--- config.mk ---
export PLATFORM = sky130hd
export DESIGN_NAME = qlearn_writeback
export DESIGN_NICKNAME = d
export VERILOG_FILES = /design/src/rtl/qlearn_writeback.sv
export SDC_FILE = /design/constraint.sdc
export NUM_CORES = 1
export LEC_CHECK = 0
export CORE_AREA = 2 2 76 78
export CTS_CLUSTER_SIZE = 28
export DETAILED_ROUTE_END_ITERATION = 6
export DIE_AREA = 0 0 78 80
export GPL_ROUTABILITY_DRIVEN = 0
export PLACE_DENSITY = 0.76
export RECOVER_POWER = 50
export SLEW_MARGIN = 30
export SYNTH_ARGS = -nofsm -noshare
export SYNTH_HDL_FRONTEND = slang
export SYNTH_SLANG_ARGS = --single-unit
--- constraint.sdc ---
create_clock -name i_clk -period 2.6 [get_ports i_clk]
set_input_delay 0.65 -clock i_clk [delete_from_list [all_inputs] [get_ports i_clk]]
set_output_delay 0.65 -clock i_clk [all_outputs]
set_load 0.03 [all_outputs]
--- src/rtl/qlearn_writeback.sv ---
// Q-learning stage-4 write-back: saturates the stage-3 sum into Q(s,a), re-reads
// the action row of s and writes its maximum into the Qmax table.
module qlearn_writeback #(
  parameter int ADDR_WIDTH   = 8,
  parameter int STATE_WIDTH  = 6,
  parameter int ACTION_WIDTH = 2,
  parameter int NUM_ACTIONS  = 4,
  parameter int DATA_WIDTH   = 8,
  parameter int SUM_WIDTH    = 24,
  parameter int FRAC_SHIFT   = 8
) (
  input  logic                    i_clk,
  input  logic                    i_rst,
  input  logic                    i_valid,
  output logic                    o_ready,
  input  logic [STATE_WIDTH-1:0]  i_state,
  input  logic [ACTION_WIDTH-1:0] i_action,
  input  logic [SUM_WIDTH-1:0]    i_sum,
  output logic [ADDR_WIDTH-1:0]   o_q_addr,
  output logic                    o_q_write,
  output logic [DATA_WIDTH-1:0]   o_q_wdata,
  input  logic [DATA_WIDTH-1:0]   i_q_rdata,
  output logic [STATE_WIDTH-1:0]  o_qmax_addr,
  output logic                    o_qmax_write,
  output logic [DATA_WIDTH-1:0]   o_qmax_wdata,
  output logic                    o_done,
  output logic [DATA_WIDTH-1:0]   o_done_qmax
);

  typedef enum logic [1:0] {IDLE, WRQ, RD, WRMAX} state_t;

  localparam logic [SUM_WIDTH-1:0]    QN_LIMIT  = SUM_WIDTH'((64'd1 << DATA_WIDTH) - 64'd1);
  localparam logic [ACTION_WIDTH-1:0] K_LAST    = ACTION_WIDTH'(NUM_ACTIONS - 1);
  localparam logic [ACTION_WIDTH:0]   NUM_ACT_W = (ACTION_WIDTH+1)'(NUM_ACTIONS);

  state_t                  state_q, state_d;
  logic [STATE_WIDTH-1:0]  s_q, s_d;
  logic [ACTION_WIDTH-1:0] a_q, a_d;
  logic [DATA_WIDTH-1:0]   qn_q, qn_d;
  logic [ACTION_WIDTH-1:0] k_q, k_d;
  logic [DATA_WIDTH-1:0]   max_q, max_d;
  logic [DATA_WIDTH-1:0]   done_qmax_q, done_qmax_d;

  logic [SUM_WIDTH-1:0]  sum_shifted;
  logic [DATA_WIDTH-1:0] qn_sat;
  logic [DATA_WIDTH-1:0] fold_max;
  logic [ADDR_WIDTH-1:0] row_base;
  logic                  action_ok;

  always_comb begin
    sum_shifted = i_sum >> FRAC_SHIFT;
    qn_sat      = (sum_shifted > QN_LIMIT) ? {DATA_WIDTH{1'b1}} : sum_shifted[DATA_WIDTH-1:0];
    action_ok   = ({1'b0, i_action} < NUM_ACT_W);
    row_base    = ADDR_WIDTH'(s_q) * ADDR_WIDTH'(NUM_ACTIONS);
    fold_max    = (i_q_rdata > max_q) ? i_q_rdata : max_q;
  end

  always_comb begin
    state_d      = state_q;
    s_d          = s_q;
    a_d          = a_q;
    qn_d         = qn_q;
    k_d          = k_q;
    max_d        = max_q;
    done_qmax_d  = done_qmax_q;
    o_ready      = 1'b0;
    o_q_addr     = '0;
    o_q_write    = 1'b0;
    o_q_wdata    = '0;
    o_qmax_addr  = '0;
    o_qmax_write = 1'b0;
    o_qmax_wdata = '0;
    o_done       = 1'b0;
    o_done_qmax  = done_qmax_q;

    case (state_q)
      IDLE: begin
        o_ready = 1'b1;
        if (i_valid) begin
          s_d  = i_state;
          a_d  = i_action;
          qn_d = qn_sat;
          // Out-of-range actions are consumed but never touch the tables.
          if (action_ok) state_d = WRQ;
        end
      end
      WRQ: begin
        o_q_write = 1'b1;
        o_q_addr  = row_base + ADDR_WIDTH'(a_q);
        o_q_wdata = qn_q;
        max_d     = '0;
        k_d       = '0;
        state_d   = RD;
      end
      RD: begin
        o_q_addr = row_base + ADDR_WIDTH'(k_q);
        k_d      = k_q + 1'b1;
        // Read data lags the address by one cycle, so the first RD cycle has nothing to fold.
        if (k_q != '0) max_d = fold_max;
        if (k_q == K_LAST) state_d = WRMAX;
      end
      WRMAX: begin
        o_qmax_write = 1'b1;
        o_qmax_addr  = s_q;
        o_qmax_wdata = fold_max;
        o_done       = 1'b1;
        o_done_qmax  = fold_max;
        done_qmax_d  = fold_max;
        state_d      = IDLE;
      end
      default: state_d = IDLE;
    endcase
  end

  always_ff @(posedge i_clk) begin
    if (i_rst) begin
      state_q     <= IDLE;
      s_q         <= '0;
      a_q         <= '0;
      qn_q        <= '0;
      k_q         <= '0;
      max_q       <= '0;
      done_qmax_q <= '0;
    end else begin
      state_q     <= state_d;
      s_q         <= s_d;
      a_q         <= a_d;
      qn_q        <= qn_d;
      k_q         <= k_d;
      max_q       <= max_d;
      done_qmax_q <= done_qmax_d;
    end
  end

endmodule

==> flow_summary.yaml, run 1 <==
status:
  status: "complete, but fails checks"
  violations: "negative setup slack"
worst_setup_path:
  critPathRequiredTime_ps: 1950
  crit_path_end_kind: "primary output"
  worstSetupEndpoint: "o_done_qmax[0]"
  rr_endpoint: "max_q[0]"
  r2r-start: "max_q[4]"
  arrival_ps: 2370
  startpoint: "i_q_rdata[1]"
  start_kind: "primary input"
  reg2reg_slack_ps: 160
  crit_type: "in2out"
  reg2reg_depth: 14
  worstPathMaxFanout: 4
route:
  drt_iter0_drc: 104
  viasPerCell: 5.03
  dr.pass1.iters: 4
  drc_errors: 0
  antenna_left: 0
  route.vias.total: 2318
  wire_per_inst_microns: 15.4
  routed_wl_mm: 7.10
sta:
  relSlewSlack: 0.540
  min_period_over_period: 1.16
  slew_viol_final: 0
  fin_tns_setup_ps: -5730
  fin_ws_ps: -419
  holdWs_ps: 457
  rsz0062_at_grt: "yes"
  finalSetupViolations: 16
  tightest_slew_ps: 690
  fin_skew_ps: 5.20
  fmax_mhz: 331
  min_period_ps: 3020
  hold_viol: 0
synthesis:
  ys_warn_count: 0
  synthTopCellsByArea: "dfxtp_1 (35%), ha_1 (8.4%), and2_1 (6.3%)"
  syn_inst: 256
  synth_cell_types: 39
  yosysTopAreaCell: "dfxtp_1"
  yosysTopAreaCellShare: 0.347
  ys_seq_area_frac: 0.347
  ys_seq_elements: 36
  syn_nets: 313
  synth_area_per_cell_sq_um: 8.10
  synth_area_sq_mm: 0.00207
floorplan:
  fp.dieH_microns: 80
  die_w_microns: 78
  std_cell_rows: 27
  coreArea_sq_mm: 0.00541
  dieArea_sq_mm: 0.00624
  io-pin-count: 85
  initial_core_util: 0.384
global_routing:
  antenna_found_initial: 0
  grt_start_max_net_pins: 23
  first_global_vias: 2283
  grt_usage: 0.228
  gr-total-overflow: 0
  grt_pass1_wl_mm: 11.2
final_layout:
  drive_gt1_frac: 0.391
  area_growth_syn_to_layout_pct: 83.4
  nets: 445
  diodes: 0
  fin_cells: 461
  post-route-cell-area_sq_mm: 0.00380
pwr:
  power_density_mw_per_mm2: 636
  ir_drop_v: 0.000280
  power_mw: 2.42
  p_leak_nw: 1.60
cts:
  cts_buffers: 5
  clk_pin_slew_ps: 70
  root_buffer: "clkbuf_8"
  clk_latency_ps: 280
  hold_buffers: 0
  clock_path_buffers: 2
  htree_levels: 2
  cts.sinks: 36
  cts_tree: "yes"
place:
  io_buffers: 76
  placed_area_sq_mm: 0.00329
  hpwl_mm: 4.58
  placed_cells: 425
worst_hold_path:
  hold_class: "reg2reg"
flow_run:
  max_cap_violations: 0
-- Yosys cell counts, drive strengths merged --
library cell	n
a211oi	1
a21boi	8
a21oi	13
a221oi	1
a22oi	2
a311oi	8
a31oi	8
and2	21
and4b	1
buf	4
clkbuf	10
dfxtp	36
ha	14
inv	15
mux2i	9
nand2	26
nand2b	10
nand3	3
nand4	9
nand4b	1
nor2	27
nor2b	3
nor3	8
nor4	2
o211ai	2
o21a	1
o21ai	9
o22ai	1
o311ai	1
or2	1
or3	1
-- worst min-delay path by stage --
| stage | startpoint | to | slack, ps | cells past startpoint |
|---|---|---|---|---|
| after floorplan | a_q[0] | a_q[0] | 440 | 2 |
| after global placement | a_q[0] | a_q[0] | 440 | 2 |
| after detailed placement | a_q[0] | a_q[0] | 450 | 2 |
| after CTS | s_q[5] | s_q[5] | 460 | 2 |
| after global routing | a_q[0] | a_q[0] | 470 | 2 |
| final | a_q[0] | a_q[0] | 460 | 2 |
-- worst max-delay path, cell delays in order --
cell and delay [ps]:
buf_8 100, ha_4 250, nor2b_4 120, o211ai_1 160, and4b_2 350, or3_4 440, a31oi_4 140, buf_6 150
-- registers in the layout, indices dropped and copies added (netlist names) --
signal       flops
a_q              2
s_q              6
state_q          2
done_qmax_q      8
max_q            8
k_q              2
qn_q             8
-- through the flow --
step                utilization  worst slack (ps)
finish                    0.704              -419
global route              0.704              -472
CTS                       0.694              -332
detailed placement        0.608              -913
global placement          0.608              -871
floorplan                     -              -248
-- final cells by class --
class	count	area [sq um]
clock buffer	5	68.8
clock inverter	3	42.5
fill	422	1600
inverter	15	56.3
multi-input combinational	192	1620
sequential	36	722
tap	72	90.1
timing repair buffer	138	1200
-- routing by layer --
metal	global-route usage	vias to the layer above	wire, microns
li1	-	1160	-
met1	0.261	1068	2970
met2	0.427	84	3640
met3	0.0509	6	431
met4	0.0544	0	68
met5	0	-	0
-- cell usage in the layout, fill, tap and decap left out, types with 8 or more instances in the layout --
cell / n
a21oi_1: 11
a31oi_4: 8
and2_1: 20
buf_4: 63
buf_6: 20
clkdlybuf4s50_1: 29
dfxtp_1: 35
inv_1: 14
mux2i_1: 9
nand2_1: 25
nand2b_1: 10
nand4_1: 9
nor2_1: 26
nor3_1: 8
o21ai_4: 8
-- power breakdown --
part | switching (mW) | internal, mW | total [mW]
Sequential | 0.0509 | 0.648 | 0.698
Combinational | 0.698 | 0.529 | 1.23
Clock | 0.209 | 0.284 | 0.493
Total | 0.958 | 1.46 | 2.42
-- cells by family (layout without fill, tap and decap cells) --
| kind of cell | after synthesis | in the layout | share of synthesized area |
|---|---|---|---|
| mux | 9 | 9 | 0.0434 |
| flops | 36 | 36 | 0.347 |
| buf+inv | 29 | 161 | 0.0585 |
| simple gates | 113 | 114 | 0.277 |
| compound gates | 55 | 55 | 0.189 |
| fa+ha+maj | 14 | 14 | 0.0844 |
-- timing repair --
| item | in CTS | in global routing |
|---|---|---|
| endpoints found under the setup margin | 24 | 35 |
| gates cloned | 1 | 0 |
| buffers inserted | 22 | 8 |
| resized for setup | 88 | 24 |
| hold endpoints to repair | 0 | 0 |
| pin swaps | 27 | 13 |
Note: power is estimated with default switching activity, not from simulation.
==> inputs of run 2 (changes only) <==
Settings changed: CTS_BUF_LIST from default to sky130_fd_sc_hd__clkbuf_4, HOLD_SLACK_MARGIN from default to 0.02, SETUP_SLACK_MARGIN from default to 0.3.
==> flow_summary.yaml, run 2 (same netlist as run 1, synthesis figures left out) <==
final_layout:
  nets: 445
  post-route-cell-area_sq_mm: 0.00374
  reg_top3: "done_qmax_q: 8 flops, max_q: 8 flops, qn_q: 8 flops"
  drive_gt1_frac: 0.438
  num-fill-cells: 441
  seq_area_sq_um: 729
  diodes: 0
  fin_util: 0.691
  area_growth_syn_to_layout_pct: 80.2
  fin_cells: 460
  layout_commonest_cell: "buf_4"
  multi_input_area_sq_mm: 0.00160
  final_cell_mix: "buf_4 (61), buf_6 (32), dfxtp_1 (31)"
global_routing:
  first_global_vias: 2292
  grt_start_max_net_pins: 23
  antenna_found_initial: 0
  grt_usage: 0.212
  grt_pass1_wl_mm: 10.6
  gr-total-overflow: 0
pwr:
  power_density_mw_per_mm2: 609
  p_int_mw: 1.33
  power_mw: 2.28
  clock_power_share: 0.120
  seq_power_share: 0.311
  p_sw_frac: 0.415
  p_leak_nw: 1.54
  ir_drop_v: 0.000361
  p_comb_frac: 0.569
  p_switching_mw: 0.944
status:
  violations: "negative setup slack"
  status: "complete, but fails checks"
worst_setup_path:
  arrival_ps: 2330
  worstPathMaxFanout: 4
  path_cells: "buf_8, ha_4, nor2b_1, o211ai_1, buf_4, nand4b_1, buf_4, nand4_1, buf_4, a31oi_4, buf_6"
  reg2reg_depth: 8
  critPathRequiredTime_ps: 1950
  slowest_stage: "ha_4"
  crit_path_frequent_cell: "buf_4"
  crit_type: "in2out"
  max_stage_delay_ps: 230
  start_kind: "primary input"
  crit_path_end_kind: "primary output"
place:
  hpwl_mm: 4.72
  io_buffers: 76
  placed_cells: 440
  placed_area_sq_mm: 0.00340
  pre_cts_slack_ps: -902
sta:
  fin_skew_ps: 4.06
  slew_viol_final: 0
  fin_ws_ps: -377
  rsz0062_at_grt: "yes"
  fmax_mhz: 336
  relSlewSlack: 0.556
  tightest_slew_ps: 666
  hold_viol: 0
  min_period_ps: 2980
  holdWs_ps: 473
  fin_tns_setup_ps: -5410
  min_period_over_period: 1.15
  finalSetupViolations: 16
floorplan:
  fp.dieH_microns: 80
  io-pin-count: 85
  initial_core_util: 0.384
  coreArea_sq_mm: 0.00541
  dieArea_sq_mm: 0.00624
  std_cell_rows: 27
  die_w_microns: 78
route:
  route.vias.total: 2274
  routed_wl_mm: 6.52
  wire_per_inst_microns: 14.2
  drc_errors: 0
  dr.pass1.iters: 4
  antenna_left: 0
  viasPerCell: 4.94
  drt_iter0_drc: 60
cts:
  htree_levels: 2
  clk_latency_ps: 320
  cts_tree: "yes"
  cts_buffers: 5
  cts.sinks: 36
  clk_pin_slew_ps: 100
  hold_buffers: 0
  root_buffer: "clkbuf_4"
  clock_path_buffers: 2
flow_run:
  max_cap_violations: 0
worst_hold_path:
  whs_path_depth: 2
  hold_class: "reg2reg"
run 2: layout make-up:
cell class,instances,area share
sequential,36,0.195
multi-input combinational,192,0.427
inverter,15,0.0154
timing repair buffer,138,0.326
clock buffer,5,0.0100
clock inverter,2,0.00201
tap,72,0.0241
run 2: worst paths after layout:
kind,from,endpoint,slack [ps]
setup reg to reg,max_q[1],max_q[7],450
setup / recovery,i_q_rdata[1],o_done_qmax[5],-380
hold / removal,a_q[0],a_q[0],470
hold reg to reg,a_q[0],a_q[0],470
run 2: repair_timing:
action	4_1_cts	5_1_grt
pin swaps	25	18
gates resized for setup	142	55
setup endpoints to repair	50	34
gates cloned	1	0
buffers inserted	8	4
run 2: layer usage:
metal | vias up | share of wire | track usage
met4 | 0 | 0.0087 | 0.0614
met2 | 70 | 0.53 | 0.405
met1 | 1035 | 0.40 | 0.236
li1 | 1163 | - | -
met3 | 6 | 0.057 | 0.0407
met5 | - | 0 | 0
run 2: critical path: cells and delay by family:
family	cells	cell delay, ps
buffers and inverters	5	760
and+or+nand+nor	3	370
AOI/OAI and AO/OA	2	310
adders and majority gates	1	230
run 2: power groups by stage:
stage	combinational [mW]	clock (mW)	sequential, mW
after floorplan	0.746	0	0.696
after global placement	1.15	0	0.705
after detailed placement	1.16	0	0.710
after CTS	1.20	0.290	0.700
after global routing	1.40	0.312	0.719
final	1.30	0.272	0.707
